### src/rtl/sobel_edge.sv
// Sobel |Gx|+|Gy| edge stage, 3-clock latency, zeroed frame border.
// Define SOBEL_THRESH_OUT_EN for a thresholded binary edge map.
module sobel_edge #(
    parameter int WIDTH = 8,
    parameter int H_RES = 80,
    parameter int V_RES = 60
) (
    input  logic             clk,
    input  logic             rstn,
    input  logic             i_vsync,
    input  logic             i_hsync,
    input  logic             i_de,
    input  logic [WIDTH-1:0] i_data,
    input  logic [WIDTH-1:0] i_thresh,
    output logic             o_vsync,
    output logic             o_hsync,
    output logic             o_de,
    output logic [WIDTH-1:0] o_data
);
    localparam int CW = (H_RES > 1) ? $clog2(H_RES) : 1;
    localparam int RW = (V_RES > 1) ? $clog2(V_RES) : 1;
    localparam int GW = WIDTH + 3;
    localparam logic [CW-1:0] COL_LAST = CW'(H_RES - 1);
    localparam logic [RW-1:0] ROW_LAST = RW'(V_RES - 1);

    logic [WIDTH-1:0] lb0 [H_RES];
    logic [WIDTH-1:0] lb1 [H_RES];
    logic [WIDTH-1:0] win [3][3];

    logic          vs_d;
    logic          frame_start;
    logic [CW-1:0] col, col_cur;
    logic [RW-1:0] row, row_cur;
    logic          border1, border2;

    logic signed [GW-1:0] gx, gy, gx_n, gy_n;
    logic [GW-1:0]        ax, ay, mag;
    logic [WIDTH-1:0]     result;
    logic [2:0]           vs_sr, hs_sr, de_sr;

    // A pixel arriving with the vsync edge is already col 0, row 0.
    assign frame_start = i_vsync & ~vs_d;
    assign col_cur     = frame_start ? '0 : col;
    assign row_cur     = frame_start ? '0 : row;

    always_ff @(posedge clk) begin
        if (i_de) begin
            lb0[col_cur] <= i_data;
            lb1[col_cur] <= lb0[col_cur];
        end
    end

    always_ff @(posedge clk or negedge rstn) begin
        if (!rstn) begin
            vs_d    <= 1'b0;
            col     <= '0;
            row     <= '0;
            border1 <= 1'b0;
            for (int r = 0; r < 3; r++)
                for (int c = 0; c < 3; c++)
                    win[r][c] <= '0;
        end else begin
            vs_d <= i_vsync;
            if (i_de) begin
                for (int r = 0; r < 3; r++) begin
                    win[r][0] <= win[r][1];
                    win[r][1] <= win[r][2];
                end
                win[0][2] <= lb1[col_cur];
                win[1][2] <= lb0[col_cur];
                win[2][2] <= i_data;
                border1   <= (row_cur < RW'(2)) || (col_cur < CW'(2));
                if (col_cur == COL_LAST) begin
                    col <= '0;
                    row <= (row_cur == ROW_LAST) ? row_cur : row_cur + RW'(1);
                end else begin
                    col <= col_cur + CW'(1);
                    row <= row_cur;
                end
            end else if (frame_start) begin
                col <= '0;
                row <= '0;
            end
        end
    end

    always_comb begin
        gx_n = GW'(win[0][2]) + (GW'(win[1][2]) << 1) + GW'(win[2][2])
             - GW'(win[0][0]) - (GW'(win[1][0]) << 1) - GW'(win[2][0]);
        gy_n = GW'(win[2][0]) + (GW'(win[2][1]) << 1) + GW'(win[2][2])
             - GW'(win[0][0]) - (GW'(win[0][1]) << 1) - GW'(win[0][2]);
    end

    always_ff @(posedge clk or negedge rstn) begin
        if (!rstn) begin
            gx      <= '0;
            gy      <= '0;
            border2 <= 1'b0;
        end else begin
            gx      <= gx_n;
            gy      <= gy_n;
            border2 <= border1;
        end
    end

    always_comb begin
        ax  = gx[GW-1] ? GW'(-gx) : GW'(gx);
        ay  = gy[GW-1] ? GW'(-gy) : GW'(gy);
        mag = ax + ay;
    end

`ifdef SOBEL_THRESH_OUT_EN
    always_comb begin
        result = '0;
        if (!border2 && (mag > GW'(i_thresh)))
            result = '1;
    end
`else
    logic unused_thresh;
    assign unused_thresh = ^i_thresh;

    always_comb begin
        result = '0;
        if (!border2)
            result = (|mag[GW-1:WIDTH]) ? '1 : mag[WIDTH-1:0];
    end
`endif

    always_ff @(posedge clk or negedge rstn) begin
        if (!rstn) begin
            vs_sr  <= '0;
            hs_sr  <= '0;
            de_sr  <= '0;
            o_data <= '0;
        end else begin
            vs_sr  <= {vs_sr[1:0], i_vsync};
            hs_sr  <= {hs_sr[1:0], i_hsync};
            de_sr  <= {de_sr[1:0], i_de};
            o_data <= result;
        end
    end

    assign o_vsync = vs_sr[2];
    assign o_hsync = hs_sr[2];
    assign o_de    = de_sr[2];

endmodule

### config.mk
export PLATFORM = sky130hd
export DESIGN_NAME = sobel_edge
export DESIGN_NICKNAME = d
export VERILOG_FILES = /design/src/rtl/sobel_edge.sv
export SDC_FILE = /design/constraint.sdc
export NUM_CORES = 2
export LEC_CHECK = 0
export ABC_CLOCK_PERIOD_IN_PS = 5700
export CAP_MARGIN = 20
export CORE_ASPECT_RATIO = 0.7
export CORE_MARGIN = 5
export CORE_UTILIZATION = 35
export DETAILED_ROUTE_END_ITERATION = 10
export PLACE_DENSITY = 0.54
export SLEW_MARGIN = 20
export SYNTH_ARGS = -nofsm -noshare
export SYNTH_HDL_FRONTEND = slang
export SYNTH_SLANG_ARGS = --single-unit
### constraint.sdc
create_clock -name clk -period 5.7 [get_ports clk]
set_clock_uncertainty 0.2 [all_clocks]
set_input_delay 1.71 -clock clk [delete_from_list [all_inputs] [get_ports clk]]
set_output_delay 1.71 -clock clk [all_outputs]
set_load 0.03 [all_outputs]
==> out/qor.json <==
{
  "floorplan": {
    "die_h_um": 345,
    "start_util_pct": 35.3,
    "coreArea_um2": 159000,
    "die_width_um": 488,
    "fp-row-count": 122,
    "fp.dieArea_um2": 168000,
    "number_of_top_level_pins": 32
  },
  "sta": {
    "setup_viol_count_final": 0,
    "setup_ws_ns": 0.558,
    "timing.setup.tns_ns": 0,
    "finalCriticalPeriod_ns": 5.14,
    "finalCritPeriodShare_pct": 90.2,
    "unrepaired_setup_endpoints_after_global_routing": "no",
    "final_hold_viol_count": 0,
    "worst_hold_slack_ns": 0.148,
    "rel_slew_slack_pct": 18.1,
    "drv_slew": 0,
    "timing.fmax_ghz": 0.194,
    "worst_slew_pin_slew_ns": 1.22
  },
  "worst_setup_path": {
    "startpoint": "i_vsync",
    "timing.critical_path.required_ns": 5.97,
    "worstSetupEndpoint": "lb1[57][3]",
    "cp-start-kind": "primary input",
    "worst-setup-path-type": "primary input to flip-flop",
    "regToRegEndpoint": "lb1[57][3]",
    "rrSetupSlack_ns": 1.04,
    "arrival_ns": 5.41,
    "critical_path_peak_fanout": 40,
    "register_to_register_path_depth": 11,
    "end_kind": "flip-flop",
    "r2r_start": "col[0]"
  },
  "logic_synthesis": {
    "synth_warnings": 0,
    "synth_cells": 3474,
    "synth_sequential_area_ratio_pct": 74.1,
    "postSynthRegisterBits": 1406,
    "syn_nets": 3596,
    "synth_commonest_cells": "sky130_fd_sc_hd__edfxtp_1, sky130_fd_sc_hd__a22oi_1, sky130_fd_sc_hd__nand2_1",
    "synth.most_common_cell": "sky130_fd_sc_hd__edfxtp_1",
    "synth_async_sr_flop_share_pct": 8.96,
    "ys_dominant_reg_cell": "sky130_fd_sc_hd__edfxtp_1",
    "synth-edff-count": 1280,
    "synthTopCellsByArea": "sky130_fd_sc_hd__edfxtp_1, sky130_fd_sc_hd__dfrtp_1, sky130_fd_sc_hd__mux2i_1, sky130_fd_sc_hd__a22oi_1, sky130_fd_sc_hd__fa_1",
    "netlist.area_leader.share_pct": 68.5,
    "synth_top_area_cell": "sky130_fd_sc_hd__edfxtp_1",
    "synthDistinctLibCells": 93,
    "mappedNetlistArea_um2": 56100,
    "postSynthAreaPerCell_um2": 16.1
  },
  "place": {
    "pre_cts_slack_ns": -0.188,
    "dp_hpwl_mm": 122,
    "number_of_buffers_inserted_by_port_buffering": 23,
    "place_congestion": 0.885
  },
  "clocking": {
    "cts-buffers-inserted": 135,
    "tritoncts_clock_tree": "done",
    "post_cts_resized": 0,
    "ctsRootBufferMaster": "sky130_fd_sc_hd__clkbuf_16",
    "cts.repair_timing.setup_buffer_count": 0,
    "holdBufCountCts": 0,
    "cts-htree-levels": 4,
    "clock_input_transition_at_the_sequential_cells_of_the_worst_setup_and_hold_paths_ns": 0.06,
    "worstSkewPairLatency_ns": 0.77,
    "sink_count_of_the_clock_tree": 1406,
    "cts.path.max_buffers": 3
  },
  "layout": {
    "fin_nets": 3943,
    "drive_gt1_share_pct": 17.3,
    "area.growth.synth_to_final_pct": 17.7,
    "n_fill_cell": 14300,
    "multi_input_comb_area_um2": 13200,
    "layout.core_utilization_pct": 41.6,
    "area.sequential_um2": 41600
  },
  "detailed_routing": {
    "detail_route.first_pass.iterations": 8,
    "route.detailed.drc": 0,
    "via_per_inst": 5.74,
    "route.antenna.remaining_nets": 0,
    "route.vias.total": 34700,
    "routedWlPerCell_um": 31.0,
    "routed_wirelength_mm": 187,
    "initialDrtViolationCount": 4477
  },
  "global_route": {
    "grt_start_max_net_pins": 137,
    "grt_antenna_before_repair": 9,
    "grt_util_overall_pct": 22.0,
    "grt_pass1_wl_mm": 260,
    "first_global_vias": 33200,
    "grt-ovfl-total": 0
  },
  "power": {
    "design_power_total_mw": 33.6,
    "leakage_nw": 22.3,
    "vdd_drop_max_mv": 0.551,
    "powerDensity_nw_per_um2": 510
  },
  "run": {
    "maxCapViolations": 0
  },
  "run_status": {
    "outcome": "finished clean"
  },
  "min_path": {
    "hold_path_depth": 0,
    "hp-class": "flip-flop to flip-flop"
  }
}
==> cells in the final DEF, fill, tap and decap left out, drive strengths merged, types with 16 or more instances in the layout <==
master / synthesis / final
a222oi: 21 / 21
nand2: 193 / 193
mux2i: 169 / 169
and4: 19 / 19
dfrtp: 126 / 126
a21oi: 119 / 119
nor2: 145 / 145
nand4: 22 / 22
ha: 38 / 38
xnor2: 36 / 36
a31oi: 45 / 45
a22o: 59 / 59
inv: 135 / 142
and3: 20 / 20
clkinv: 3 / 62
or4: 18 / 18
a221oi: 74 / 74
buf: 131 / 386
o31ai: 16 / 16
clkbuf: 58 / 165
nor3: 30 / 30
a22oi: 197 / 197
edfxtp: 1280 / 1280
o22ai: 57 / 57
nand3: 46 / 46
o21ai: 97 / 97
mux2: 37 / 37
fa: 63 / 63
==> metal layers <==
| metal | routed length (µm) | part of all wire, % | track usage, % | vias to the layer above |
|---|---|---|---|---|
| li1 | - | - | - | 14500 |
| met1 | 82200 | 44 | 32.4 | 17900 |
| met2 | 75300 | 40 | 29.8 | 2010 |
| met3 | 25000 | 13 | 8.59 | 282 |
| met4 | 4990 | 2.7 | 6.26 | 2 |
| met5 | 11 | 0.0059 | 0 | - |
==> per-stage QoR <==
stage                     cells  cell area [µm²]
after floorplan            3474            56100
after global placement     5792            61700
after detailed placement   5792            61800
after CTS                  6036            66000
after global routing       6037            66000
final                      6041            66000
==> cell families after synthesis <==
kind of cell,after synthesis,share of synthesized area [%]
adder cells (fa/ha/maj),101,3.10
XOR/XNOR,47,0.734
multiplexers,208,3.85
AND/OR/NAND/NOR,548,4.78
flip-flops,1406,74.1
buffers and inverters,327,2.69
AO/OA/AOI/OAI,837,10.7
==> layout make-up <==
class	instances	area share [%]
multi-input combinational	1741	20.0
antenna	5	0.0190
clock inverter	79	0.967
clock buffer	165	5.43
sequential	1406	63.0
tap	2108	4.00
timing repair buffer	399	5.77
inverter	138	0.798
==> flip-flops by register name, summed over array words and instances, names as in the netlist <==
register	count
lb0	640
hs_sr	3
o_data	8
row	6
gy	11
border2	1
col	7
border1	1
win	72
de_sr	3
vs_sr	3
gx	11
lb1	640
==> power breakdown <==
part / total, mW / switching (mW) / leakage [nW] / internal, mW
sequential: 13.0 / 0.365 / 13.1 / 12.7
clock: 8.78 / 3.92 / 2.06 / 4.85
combinational: 11.8 / 7.41 / 7.15 / 4.44
total: 33.6 / 11.7 / 22.3 / 21.9
==> worst min path at each step <==
stage | endpoint | start | slack (ns)
floorplan | de_sr[1] | de_sr[0] | 0.13
finish | vs_sr[2] | vs_sr[1] | 0.15
global placement | de_sr[1] | de_sr[0] | 0.13
detailed placement | de_sr[1] | de_sr[0] | 0.14
global route | de_sr[2] | de_sr[1] | 0.16
CTS | de_sr[1] | de_sr[0] | 0.15
==> worst max-delay path, stage by stage <==
cell                              delay (ns)
sky130_fd_sc_hd__clkdlybuf4s50_1        0.55
sky130_fd_sc_hd__nand2b_4               0.27
sky130_fd_sc_hd__buf_12                 0.25
sky130_fd_sc_hd__buf_4                  0.22
sky130_fd_sc_hd__nand3_1                0.18
sky130_fd_sc_hd__o2111ai_1              0.15
sky130_fd_sc_hd__a2111oi_0              0.52
sky130_fd_sc_hd__buf_4                  0.23
sky130_fd_sc_hd__o32ai_1                0.07
sky130_fd_sc_hd__buf_4                  0.17
sky130_fd_sc_hd__nor4_2                 0.53
sky130_fd_sc_hd__o31ai_4                0.26
sky130_fd_sc_hd__buf_12                 0.25
(Power assumes the default switching activity.)
